`config.mk`:
```
export PLATFORM = sky130hd
export DESIGN_NAME = axi_rd_arbiter_flat
export DESIGN_NICKNAME = d
export VERILOG_FILES = /design/src/rtl/axi_rd_arbiter_if.sv /design/src/rtl/axi_rd_arbiter.sv /design/src/flat_wrapper.sv
export SDC_FILE = /design/constraint.sdc
export NUM_CORES = 1
export LEC_CHECK = 0
export ABC_AREA = 1
export BUFFER_PORTS_ARGS = -buffer_cell sky130_fd_sc_hd__buf_2
export CORE_ASPECT_RATIO = 0.8
export CORE_MARGIN = 1
export CORE_UTILIZATION = 31
export DETAILED_ROUTE_END_ITERATION = 6
export HOLD_SLACK_MARGIN = 0.1
export PLACE_DENSITY = 0.66
export SLEW_MARGIN = 20
export SYNTH_ARGS = -nofsm -noshare
export SYNTH_HDL_FRONTEND = slang
export SYNTH_SLANG_ARGS = --single-unit
```
`constraint.sdc`:
```
create_clock -name clk -period 1.7 [get_ports clk]
set_input_delay 0.085 -clock clk [delete_from_list [all_inputs] [get_ports clk]]
set_output_delay 0.085 -clock clk [all_outputs]
set_load 0.05 [all_outputs]
```
`src/rtl/axi_rd_arbiter_if.sv`:
```
// axi_rd_arbiter_if: AR/R handshake bundle between the CPU masters, the slaves and the read arbiter
interface axi_rd_arbiter_if #(parameter int NS = 7);
  logic [1:0]    m_arvalid;
  logic [31:0]   m_araddr0;
  logic [31:0]   m_araddr1;
  logic [1:0]    m_arready;
  logic [NS-1:0] s_arvalid;
  logic [NS-1:0] s_arready;
  logic [NS-1:0] s_rvalid;
  logic [NS-1:0] s_rlast;
  logic [NS-1:0] s_rready;
  logic [1:0]    m_rvalid;
  logic [1:0]    m_rlast;
  logic [1:0]    m_rready;
  logic          sel_master;
  logic [2:0]    sel_slave;
  logic          busy;
  modport slave (
    input  m_arvalid, m_araddr0, m_araddr1, s_arready, s_rvalid, s_rlast, m_rready,
    output m_arready, s_arvalid, s_rready, m_rvalid, m_rlast, sel_master, sel_slave, busy
  );
  modport master (
    output m_arvalid, m_araddr0, m_araddr1, s_arready, s_rvalid, s_rlast, m_rready,
    input  m_arready, s_arvalid, s_rready, m_rvalid, m_rlast, sel_master, sel_slave, busy
  );
endinterface

```
`src/rtl/axi_rd_arbiter.sv`:
```
// axi_rd_arbiter: round-robin read-channel arbiter that grants one AR request and routes handshakes until RLAST
module axi_rd_arbiter #(parameter int NS = 7) (
  input logic clk,
  input logic rst,
  axi_rd_arbiter_if.slave bus
);
  localparam logic [1:0] IDLE = 2'd0, ADDR = 2'd1, DATA = 2'd2;
  logic [1:0]  state;
  logic        last_grant;
  logic        gm;
  logic [31:0] addr;
  logic        arv, ars, rv, rl, rr;
  function automatic logic [2:0] decode(input logic [31:0] a);
    return a[31:14] == 18'h0     ? 3'd0 :
           a[31:16] == 16'h1     ? 3'd1 :
           a[31:16] == 16'h2     ? 3'd2 :
           a[31:21] == 11'h100   ? 3'd3 :
           a[31:10] == 22'h40000 ? 3'd4 :
           a[31:10] == 22'h40040 ? 3'd5 : 3'(NS-1);
  endfunction
  always_comb begin
    gm   = &bus.m_arvalid ? ~last_grant : bus.m_arvalid[1];
    addr = gm ? bus.m_araddr1 : bus.m_araddr0;
    arv  = bus.m_arvalid[bus.sel_master];
    ars  = bus.s_arready[bus.sel_slave];
    rv   = bus.s_rvalid[bus.sel_slave];
    rl   = bus.s_rlast[bus.sel_slave];
    rr   = bus.m_rready[bus.sel_master];
    bus.s_arvalid = state == ADDR ? NS'(arv) << bus.sel_slave : '0;
    bus.m_arready = state == ADDR ? 2'(ars) << bus.sel_master : 2'b0;
    bus.m_rvalid  = state == DATA ? 2'(rv) << bus.sel_master : 2'b0;
    bus.m_rlast   = state == DATA ? 2'(rv & rl) << bus.sel_master : 2'b0;
    bus.s_rready  = state == DATA ? NS'(rr) << bus.sel_slave : '0;
  end
  // decode is latched at grant so later address changes cannot retarget the path
  always_ff @(posedge clk or negedge rst) begin
    if (!rst) begin
      state          <= IDLE;
      last_grant     <= 1'b1;
      bus.sel_master <= 1'b0;
      bus.sel_slave  <= 3'd0;
      bus.busy       <= 1'b0;
    end else begin
      unique case (state)
        IDLE: if (|bus.m_arvalid) begin
          bus.sel_master <= gm;
          bus.sel_slave  <= decode(addr);
          bus.busy       <= 1'b1;
          state          <= ADDR;
        end
        ADDR: if (arv && ars) state <= DATA;
        DATA: if (rv && rr && rl) begin
          last_grant <= bus.sel_master;
          bus.busy   <= 1'b0;
          state      <= IDLE;
        end
        default: state <= IDLE;
      endcase
    end
  end
endmodule

```
`src/flat_wrapper.sv`:
```
// flat-port wrapper written by rule: the top's interface ports become plain ports
module axi_rd_arbiter_flat 
#(parameter int NS = 7)
  (clk, rst, bus_m_arvalid, bus_m_araddr0, bus_m_araddr1, bus_s_arready, bus_s_rvalid, bus_s_rlast, bus_m_rready, bus_m_arready, bus_s_arvalid, bus_s_rready, bus_m_rvalid, bus_m_rlast, bus_sel_master, bus_sel_slave, bus_busy);
  axi_rd_arbiter_if #(.NS(NS)) bus_i ();
  input logic clk;
  input logic rst;
  input wire logic [$bits(bus_i.m_arvalid)-1:0] bus_m_arvalid;
  input wire logic [$bits(bus_i.m_araddr0)-1:0] bus_m_araddr0;
  input wire logic [$bits(bus_i.m_araddr1)-1:0] bus_m_araddr1;
  input wire logic [$bits(bus_i.s_arready)-1:0] bus_s_arready;
  input wire logic [$bits(bus_i.s_rvalid)-1:0] bus_s_rvalid;
  input wire logic [$bits(bus_i.s_rlast)-1:0] bus_s_rlast;
  input wire logic [$bits(bus_i.m_rready)-1:0] bus_m_rready;
  output wire logic [$bits(bus_i.m_arready)-1:0] bus_m_arready;
  output wire logic [$bits(bus_i.s_arvalid)-1:0] bus_s_arvalid;
  output wire logic [$bits(bus_i.s_rready)-1:0] bus_s_rready;
  output wire logic [$bits(bus_i.m_rvalid)-1:0] bus_m_rvalid;
  output wire logic [$bits(bus_i.m_rlast)-1:0] bus_m_rlast;
  output wire logic [$bits(bus_i.sel_master)-1:0] bus_sel_master;
  output wire logic [$bits(bus_i.sel_slave)-1:0] bus_sel_slave;
  output wire logic [$bits(bus_i.busy)-1:0] bus_busy;
  assign bus_i.m_arvalid = bus_m_arvalid;
  assign bus_i.m_araddr0 = bus_m_araddr0;
  assign bus_i.m_araddr1 = bus_m_araddr1;
  assign bus_i.s_arready = bus_s_arready;
  assign bus_i.s_rvalid = bus_s_rvalid;
  assign bus_i.s_rlast = bus_s_rlast;
  assign bus_i.m_rready = bus_m_rready;
  assign bus_m_arready = bus_i.m_arready;
  assign bus_s_arvalid = bus_i.s_arvalid;
  assign bus_s_rready = bus_i.s_rready;
  assign bus_m_rvalid = bus_i.m_rvalid;
  assign bus_m_rlast = bus_i.m_rlast;
  assign bus_sel_master = bus_i.sel_master;
  assign bus_sel_slave = bus_i.sel_slave;
  assign bus_busy = bus_i.busy;
  axi_rd_arbiter #(.NS(NS)) u_core (.clk(clk), .rst(rst), .bus(bus_i));
endmodule
```
==> results.md, run 1 <==
- Outcome: finished, violations left
- Post-Syn Instances: 284
- DRC: 0
- GRT Total Usage: 0.192
- Clock Skew: 0.00624 ns
- Filler cells: 451
- Max frequency: 0.556 GHz
- Clock-pin slew on the worst setup and hold paths: 0.05 ns
- Grt ovf: 0
- Sw power: 1.47 mW
- Storage cell area: 206 sq um
- Routed wire length: 4820 microns
- Post-route minimum period: 1.80 ns
- Vias in the first global route: 1843
- Post-synth ARST share: 1.00
- Final period util: 1.06
- Clock latency on the worst-skew pair: 0.24 ns
- R2R depth: 10
- Netlist cell types: 29
- Dominant cell type by area after synthesis: nand2_1
- Num CTS Buffers: 3
- Global-route wire length before repair: 7620 microns
- ANT nets after route: 0
- Fin util: 0.566
- Fin. Hold Viols: 0
- YS warnings: 0
- I/O pin count: 116
- Hpwl dp: 3720 microns
- Vias/cell: 4.64
- Internal: 1.13 mW
- DRT Pass-1 Iters: 4
- H-tree depth: 1
- MaxCap Viol Count: 0
- Post-Syn Area: 0.00141 sq mm
- Most frequent cells after synthesis: nand2_1, nor2_1, inv_1, nand3_1
- Max VDD drop: 0.649 mV
- Routability cong.: 0.889
- # clock sinks: 8
- Pleak: 1.34 nW
- CTS max path bufs: 2
- Measured slew at the worst slew-check pin: 0.310 ns
- Row cnt: 21
- CTS tree: yes
- CP Depth: 6
- Pin count of the biggest net entering global routing: 22
- Die ar.: 0.00483 sq mm
- Die height: 62.4 microns
- Critical Path Source Type: flop
- Initial Utilization: 0.330
- Yosys top cell area share: 0.268
- Power Density: 1070 mW/mm^2
- Share of total power in the clock network: 0.095
- Antenna violations before repair: 0
- First DRT Iteration DRCs: 100
- CP Buf/Inv Count: 1
- CP Capture Type: primary output
- Syn nets: 375
- Sequential-to-total area share from yosys stat: 0.143
- Ys flop type: dfrtp_1
- Setup_tns: -0.455 ns
- Worst path arrival time: 1.71 ns
- Clk root buf: clkbuf_8
- Slowest CP cell: dfrtp_2
- Final WS setup: -0.0994 ns
- Violated checks: negative setup slack
- Synthesized area per cell: 4.97 sq um
- Core box area: 0.00428 sq mm
- Rel. slew slack: 0.792
- Via Count: 2125
- Count leader, synth: nand2_1
- Slew Limit Fails: 0
- Crit path max-delay family: simple AND/OR/NAND/NOR gates
- Setup Viol. Count Final: 6
- Logic pwr share: 0.764
- WL/cell: 10.5 microns
- Area Growth Syn to Fin: 71.5%
- CP Max Fanout: 7
- # diodes: 0
- Crit Path Category: flop to primary output
- Min-delay worst type: input port to asynchronous set/reset pin
- Die Wd: 77.5 microns
- Worst-path cell chain: or2_2 -> o211ai_1 -> nand2_1 -> a21oi_4 -> nor2_4 -> buf_8
- Layout cell share with drive strength beyond 1: 0.456
- Post-synth EDFFs: 0
- Yosys reg bits: 8
- Switching share of power: 0.564
- Reg power frac: 0.141
- RSZ-0062 raised after global routing: yes
- Critical Path RT: 1.62 ns
- Final nets: 493
- IO buf count: 95
- Crit path largest cell delay: 0.47 ns
- Area of the multi-input gates: 0.00119 sq mm
- Top cells by area, synth: nand2_1, nor2_1, dfrtp_1
-- repair_timing --
item / 4_1_cts / 5_1_grt
cloned: 0 / 1
gates resized for setup: 25 / 35
pin swaps: 1 / 13
endpoints found under the hold margin: 8 / 0
setup buffers: 5 / 5
hold buffers: 1 / 0
endpoints found under the setup margin: 10 / 20
-- through the flow --
stage / setup WS, ns / power [mW] / hold WS, ns / area [sq um] / instances
6_report: -0.0994 / 2.60 / 0.226 / 2420 / 458
5_1_grt: -0.214 / 2.80 / 0.247 / 2420 / 458
4_1_cts: -0.0625 / 2.41 / 0.225 / 2270 / 452
3_5_place_dp: 0.0503 / 2.02 / -0.0639 / 2090 / 442
3_3_place_gp: 0.0534 / 2.00 / -0.0641 / 2090 / 442
2_1_floorplan: -0.150 / 1.56 / -0.211 / 1500 / 284
-- power groups by stage --
stage          clock network, mW  logic, mW  registers, mW
6_report                   0.247       1.98          0.367
5_1_grt                    0.268       2.16          0.376
4_1_cts                    0.255       1.79          0.364
3_5_place_dp                   0       1.64          0.376
3_3_place_gp                   0       1.62          0.376
2_1_floorplan                  0       1.09          0.478
-- logic make-up (layout without fill, tap and decap cells) --
logic type,count (synthesis),in the layout,share of synthesized area
AO/OA/AOI/OAI,22,22,0.0868
buffers and inverters,48,164,0.150
flip-flops,8,8,0.143
AND/OR/NAND/NOR,206,207,0.621
-- per-layer routing --
layer	track usage	wire length (microns)	up-vias
met4	0.0354	42	0
met2	0.309	2270	79
met5	0	0	-
met3	0.0380	354	7
met1	0.266	2160	917
li1	-	-	1122
-- flip-flops by register name, indices dropped and copies added, names as in the netlist --
register / flops
u_core.bus.sel_slave: 3
u_core.bus.busy: 1
u_core.last_grant: 1
u_core.state: 2
u_core.bus.sel_master: 1
-- final cells by class --
class	count	area share
Multi-Input combinational cell	229	0.491
Sequential cell	8	0.0852
Clock buffer	4	0.0186
Tap cell	57	0.0294
Inverter	39	0.0630
Timing Repair Buffer	121	0.313
-- placed cells by master, fill, tap and decap left out, drive strengths merged --
| master | Yosys | layout |
|---|---|---|
| buf | 9 | 116 |
| nand2 | 105 | 106 |
| nor2 | 56 | 56 |
| inv | 39 | 38 |
| nand3 | 33 | 33 |
| o21ai | 12 | 12 |
| clkbuf | 0 | 8 |
| dfrtp | 7 | 7 |
| a21oi | 6 | 6 |
| nand3b | 3 | 3 |
| nand4 | 3 | 3 |
| or2 | 2 | 2 |
| nor4 | 2 | 2 |
| o22ai | 1 | 1 |
| o31ai | 1 | 1 |
| o211ai | 1 | 1 |
| clkinvlp | 0 | 1 |
| nor3 | 1 | 1 |
| o21a | 1 | 1 |
| and2 | 1 | 1 |
| dlygate4sd3 | 0 | 1 |
| dfstp | 1 | 1 |
-- worst reg2reg max path: stages (launching register included) --
cell	delay [ns]
dfstp_2	0.55
nand2_4	0.10
buf_6	0.17
nand3b_1	0.08
nand2_1	0.12
inv_1	0.10
nand3_1	0.06
nor2_1	0.12
nand2_1	0.06
nand2_1	0.05
o21ai_1	0.06
-- worst paths after layout --
check	slack (ns)	endpoint	from
max	-0.1	bus_m_rlast[1]	u_core.bus.sel_slave[0]
min	0.23	u_core.state[0]	rst
max reg2reg	0.11	u_core.bus.sel_slave[2]	u_core.last_grant
min reg2reg	0.48	u_core.bus.busy	u_core.bus.busy
max in group asynchronous	1.23	u_core.last_grant	rst
min in group clk	0.31	u_core.bus.sel_slave[0]	bus_m_arvalid[0]
Power figures use the tool's default switching activity.
==> inputs of run 2 (changes only) <==
Settings changed: PLACE_DENSITY 0.66 to 0.77.
==> results.md, run 2 (synthesis gave the netlist of run 1 again) <==
- Fin util: 0.568 (+0.00204)
- Clock Skew: 0.00406 ns (-0.00218 ns)
- Die ar.: 0.00483 sq mm (unchanged)
- Routed wire length: 4860 microns (+0.83%)
- Power Density: 1050 mW/mm^2 (-2.2%)
- Rel. slew slack: 0.778 (-0.0138)
- Hpwl dp: 3700 microns (-0.62%)
- # diodes: 0 (unchanged)
- Row cnt: 21 (unchanged)
- Finished Layout Cells: 454 (-0.87%)
- Filler cells: 407 (-9.8%)
- Critical Path RT: 1.62 ns (about the same)
- Pin count of the biggest net entering global routing: 20 (-9.1%)
- Vias/cell: 4.70 (+1.2%)
- Slew Limit Fails: 0 (unchanged)
- Min-delay worst type: input port to asynchronous set/reset pin
- Max VDD drop: 0.817 mV (+26%)
- Worst path arrival time: 1.72 ns (about the same)
- Final period util: 1.06 (+0.00409)
- CTS max path bufs: 2 (unchanged)
- Max reg flops: 3 (unchanged)
- CTS tree: yes
- Final WS setup: -0.106 ns (-0.00696 ns)
- Clock-pin slew on the worst setup and hold paths: 0.04 ns (about the same)
- CP Max Fanout: 6 (-1)
- WL/cell: 10.7 microns (+1.7%)
- Total power: 2.55 mW (-1.9%)
- First DRT Iteration DRCs: 103 (+3.0%)
- Largest regs: u_core.bus.sel_slave: 3 flops, u_core.state: 2 flops
- CP Capture Type: primary output
- RSZ-0062 raised after global routing: yes
- GRT Total Usage: 0.193 (+0.000870)
- Worst slack, placed: 0.0189 ns (-0.0315 ns)
- IO buf count: 95 (unchanged)
- Grt ovf: 0 (unchanged)
- Core box area: 0.00428 sq mm (unchanged)
- Crit path largest cell delay: 0.46 ns (about the same)
- # clock sinks: 8 (unchanged)
- H-tree depth: 1 (unchanged)
- Measured slew at the worst slew-check pin: 0.331 ns (+0.0205 ns)
- Crit Path Category: flop to primary output
- Fin. Hold Viols: 0 (unchanged)
- WHS: 0.224 ns (-0.00187 ns)
- Antenna violations before repair: 0 (unchanged)
- Die Wd: 77.5 microns (unchanged)
- Most common cell after layout, fill and taps aside: nand2_1
- ANT nets after route: 0 (unchanged)
- Dpl cells: 442 (unchanged)
- Commonest cells after routing, fill and taps aside: nand2_1, buf_2, nor2_1, nand3_1, inv_1
- Violated checks: negative setup slack
- Outcome: finished, violations left
- Global-route wire length before repair: 7660 microns (+0.46%)
- Num CTS Buffers: 3 (unchanged)
- I/O pin count: 116 (unchanged)
- Clock latency on the worst-skew pair: 0.23 ns (about the same)
- MaxCap Viol Count: 0 (unchanged)
- Max frequency: 0.554 GHz (-0.39%)
- DRT Pass-1 Iters: 4 (unchanged)
- Slowest CP cell: dfrtp_2
- Post-route minimum period: 1.81 ns (+0.00696 ns)
- Routability cong.: 0.887 (-0.24%)
- Pleak: 1.32 nW (-1.5%)
- Via Count: 2132 (+0.33%)
- Die height: 62.4 microns (unchanged)
- Initial Utilization: 0.330 (unchanged)
- Critical Path Source Type: flop
- DRC: 0 (unchanged)
- Final nets: 489 (-0.81%)
- Layout cell share with drive strength beyond 1: 0.476 (+0.0197)
- Vias in the first global route: 1819 (-1.3%)
- Largest Register: u_core.bus.sel_slave
- Area Growth Syn to Fin: 72.1%
- Clk root buf: clkbuf_8
- Setup Viol. Count Final: 6 (unchanged)
- Worst-path cell chain: buf_6 -> or2_4 -> o211ai_1 -> nand2_1 -> a21oi_4 -> nor2_4 -> buf_8
run 2: cell count changes in the layout (fill, tap and decap cells not counted), moves of 2 or more:
cell,before,now
a21oi_2,2,4
nand2_2,6,9
nor2_1,37,34
buf_4,25,20
buf_2,81,83
nor2_2,14,18
nand2_1,95,91
buf_6,7,5
a21oi_1,3,1
run 2: power breakdown:
part	internal, mW	switching [mW]	total [mW]
clock	0.163	0.0801	0.243
sequential	0.276	0.106	0.382
combinational	0.662	1.26	1.92
run 2: per-stage QoR:
stage,TNS [ns],instance area [sq um]
3_3_place_gp,0,2090
2_1_floorplan,-0.576,1500
6_report,-0.353,2430
4_1_cts,-0.315,2290
5_1_grt,-1.17,2430
3_5_place_dp,0,2090
run 2: area by class of cell:
| class | count | area [sq um] | area share |
|---|---|---|---|
| inverter | 39 | 153 | 0.0628 |
| tap | 57 | 71.3 | 0.0293 |
| timing repair buffer | 116 | 719 | 0.296 |
| clock buffer | 4 | 45.0 | 0.0185 |
| sequential | 8 | 206 | 0.0849 |
| multi-input combinational | 230 | 1240 | 0.508 |
run 2: final timing paths:
check                                         from                 endpoint  slack, ns  cells after the start
setup / recovery           u_core.bus.sel_slave[0]           bus_m_rlast[1]      -0.11                      7
hold / removal                                 rst          u_core.state[0]       0.22                      2
setup reg to reg           u_core.bus.sel_slave[0]          u_core.bus.busy       0.02                      9
hold reg to reg                    u_core.bus.busy          u_core.bus.busy       0.50                      2
max in group asynchronous                      rst        u_core.last_grant       1.24                      2
min in group clk                  bus_m_arvalid[0]  u_core.bus.sel_slave[2]       0.34                      4
run 2: layer usage:
layer	track usage	share of wire	wire length (microns)
met2	0.331	0.48	2330
met4	0.0377	0.012	59
met1	0.252	0.47	2270
met5	0	0	0
met3	0.0336	0.043	208
run 2: timing repair:
item,in CTS,in global routing
gates cloned,0,2
resized for setup,39,30
endpoints found under the setup margin,7,25
pin swaps,8,15
hold buffers,1,0
setup buffers,2,3
hold endpoints to repair,8,0
run 2: critical path: cells and delay by family (launching register included):
kind | cells | cell delay [ns]
DFF | 1 | 0.46
buffers and inverters | 2 | 0.31
and+or+nand+nor | 3 | 0.40
AOI/OAI and AO/OA | 2 | 0.33
==> inputs of run 3 (changes only) <==
Settings changed: CELL_PAD_IN_SITES_DETAIL_PLACEMENT set to 2, CELL_PAD_IN_SITES_GLOBAL_PLACEMENT set to 2, CORE_UTILIZATION 31 to 14, PLACE_DENSITY 0.77 to 0.85.
Clock period 1.7 ns to 1.6 ns, I/O delays scaled along.
==> results.md, run 3 (synthesis gave the netlist of run 1 again) <==
- DRC: 0 (unchanged)
- Final WS setup: -0.438 ns (-0.332 ns)
- MaxCap Viol Count: 0 (unchanged)
- Internal: 1.80 mW (+63%)
- Hpwl dp: 6550 microns (+77%)
- Critical Path Source Type: flop
- Critical Path RT: 1.52 ns (-0.10 ns)
- CP Capture Type: primary output
- Final period util: 1.27
- Layout cell share with drive strength beyond 1: 0.637 (+0.161)
- Max frequency: 0.491 GHz
- Antenna violations before repair: 0 (unchanged)
- Final nets: 522 (+6.7%)
- GRT Total Usage: 0.200 (+0.00740)
- CTS tree: yes
- WHS: 0.237 ns (+0.0131 ns)
- Share of total power in the clock network: 0.109 (+0.014)
- Post-route minimum period: 2.04 ns
- Grt ovf: 0 (unchanged)
- Placed cell areas: 0.00238 sq mm (+14%)
- Area of the multi-input gates: 0.00158 sq mm (+28%)
- Power Density: 1260 mW/mm^2 (+20%)
- Num CTS Buffers: 3 (unchanged)
- ANT nets after route: 0 (unchanged)
- Logic pwr share: 0.785 (+0.030)
- RSZ-0062 raised after global routing: yes
- CP Max Fanout: 6 (unchanged)
- Vias/cell: 4.62 (-1.6%)
- Largest regs: u_core.bus.sel_slave: 3 flops, u_core.state: 2 flops
- Largest Register: u_core.bus.sel_slave
- # clock sinks: 8 (unchanged)
- Global-route wire length before repair: 15800 microns (+110%)
- Fin. Hold Viols: 0 (unchanged)
- Reg power frac: 0.105 (-0.045)
- IO buf count: 95 (unchanged)
- Violated checks: negative setup slack
- I/O pin count: 116 (unchanged)
- Die ar.: 0.0105 sq mm (+120%)
- Slew Limit Fails: 0 (unchanged)
- Crit path max-delay family: simple AND/OR/NAND/NOR gates
- Slowest CP cell: dfrtp_2
- Area Growth Syn to Fin: 136%
- Sw power: 2.41 mW (+66%)
- Clock latency on the worst-skew pair: 0.25 ns (+0.02 ns)
- CTS max path bufs: 2 (unchanged)
- Routability cong.: 0.757 (-15%)
- Setup Viol. Count Final: 27 (+21)
- First DRT Iteration DRCs: 137 (+33%)
- Max reg flops: 3 (unchanged)
- Clk root buf: clkbuf_16
- Total power: 4.21 mW (+65%)
- Die height: 91.8 microns (+47%)
- Vias in the first global route: 2822 (+55%)
- Crit path largest cell delay: 0.43 ns (-0.03 ns)
- Filler cells: 1136 (+180%)
- Setup_tns: -5.56 ns (-5.21 ns)
- Die Wd: 114 microns (+48%)
- Post-Layout Inst Area: 0.00334 sq mm (+37%)
- # diodes: 0 (unchanged)
- Pleak: 1.63 nW (+24%)
- Crit Path Category: flop to primary output
- Storage cell area: 209 sq um (+1.2%)
- Pin count of the biggest net entering global routing: 18 (-10%)
- Min-delay worst type: input port to asynchronous set/reset pin
- Switching share of power: 0.572 (+0.00456)
- Clock-pin slew on the worst setup and hold paths: 0.05 ns (about the same)
- Routed wire length: 12400 microns (+150%)
- Max VDD drop: 0.306 mV (-63%)
- Commonest cells after routing, fill and taps aside: buf_2, nand2_1, buf_4, nor2_1, inv_1
- Row cnt: 32 (+52%)
- Worst path arrival time: 1.96 ns (+0.24 ns)
- H-tree depth: 1 (unchanged)
- CP Buf/Inv Count: 4 (+2)
- Rel. slew slack: 0.739 (-0.0396)
- Measured slew at the worst slew-check pin: 0.390 ns (+0.0591 ns)
- Via Count: 2615 (+23%)
- Most common cell after layout, fill and taps aside: buf_2
- Initial Utilization: 0.145 (-0.185)
- Clock Skew: 0.0122 ns (+0.00812 ns)
- DRT Pass-1 Iters: 4 (unchanged)
- Outcome: finished, violations left
- WL/cell: 21.8 microns (+100%)
- Core box area: 0.00973 sq mm (+130%)
- Worst-path cell chain: buf_6 -> inv_8 -> nand2_2 -> a21oi_2 -> a21oi_1 -> nand2_1 -> o21ai_2 -> nor2_2 -> inv_2 -> nor2_4 -> buf_8
[run 3: changes by cell type in the layout (fill, tap and decap cells not counted), moves of 14 or more]
| cell | before | now |
|---|---|---|
| nand2_1 | 91 | 65 |
| buf_4 | 20 | 41 |
| nor2_4 | 4 | 20 |
| buf_6 | 5 | 20 |
| nand2_2 | 9 | 23 |
[run 3: final timing paths]
| kind | end | slack (ns) | cells past startpoint | start |
|---|---|---|---|---|
| setup / recovery | bus_m_arready[1] | -0.44 | 11 | u_core.bus.sel_slave[0] |
| hold / removal | u_core.state[0] | 0.24 | 2 | rst |
| setup reg to reg | u_core.state[1] | -0.36 | 14 | u_core.bus.sel_slave[0] |
| hold reg to reg | u_core.bus.busy | 0.48 | 2 | u_core.bus.busy |
| max in group asynchronous | u_core.last_grant | 1.08 | 2 | rst |
| min in group clk | u_core.bus.sel_slave[0] | 0.43 | 8 | bus_m_araddr1[25] |
[run 3: per-layer routing]
layer,track usage,share of wire
met4,0.0725,0.043
met3,0.0297,0.037
met5,0,0
met2,0.363,0.52
met1,0.237,0.40
[run 3: cell type report]
type | instances | share of cell area
clock buffers | 4 | 0.0236
inverters | 39 | 0.0521
multi-input cells | 228 | 0.474
flip-flops and latches | 8 | 0.0626
well taps | 136 | 0.0510
repair buffers | 151 | 0.337
[run 3: what timing repair did]
item	in CTS	in global routing
setup buffers	18	10
hold buffers	1	0
endpoints found under the hold margin	8	0
gates resized for setup	113	69
pin swaps	40	34
setup endpoints to repair	26	27
[run 3: power groups by stage]
stage	logic (mW)	registers, mW	clock network [mW]
finish	3.31	0.443	0.460
global route	3.44	0.452	0.478
CTS	2.60	0.419	0.445
detailed placement	2.12	0.429	0
global placement	2.01	0.417	0
floorplan	1.31	0.529	0
[run 3: metrics by stage]
step,instances,worst slack [ns],utilization
finish,566,-0.438,0.343
global route,566,-0.494,0.343
CTS,557,-0.250,0.309
detailed placement,534,-0.291,0.245
global placement,534,-0.133,0.245
floorplan,284,-0.101,-
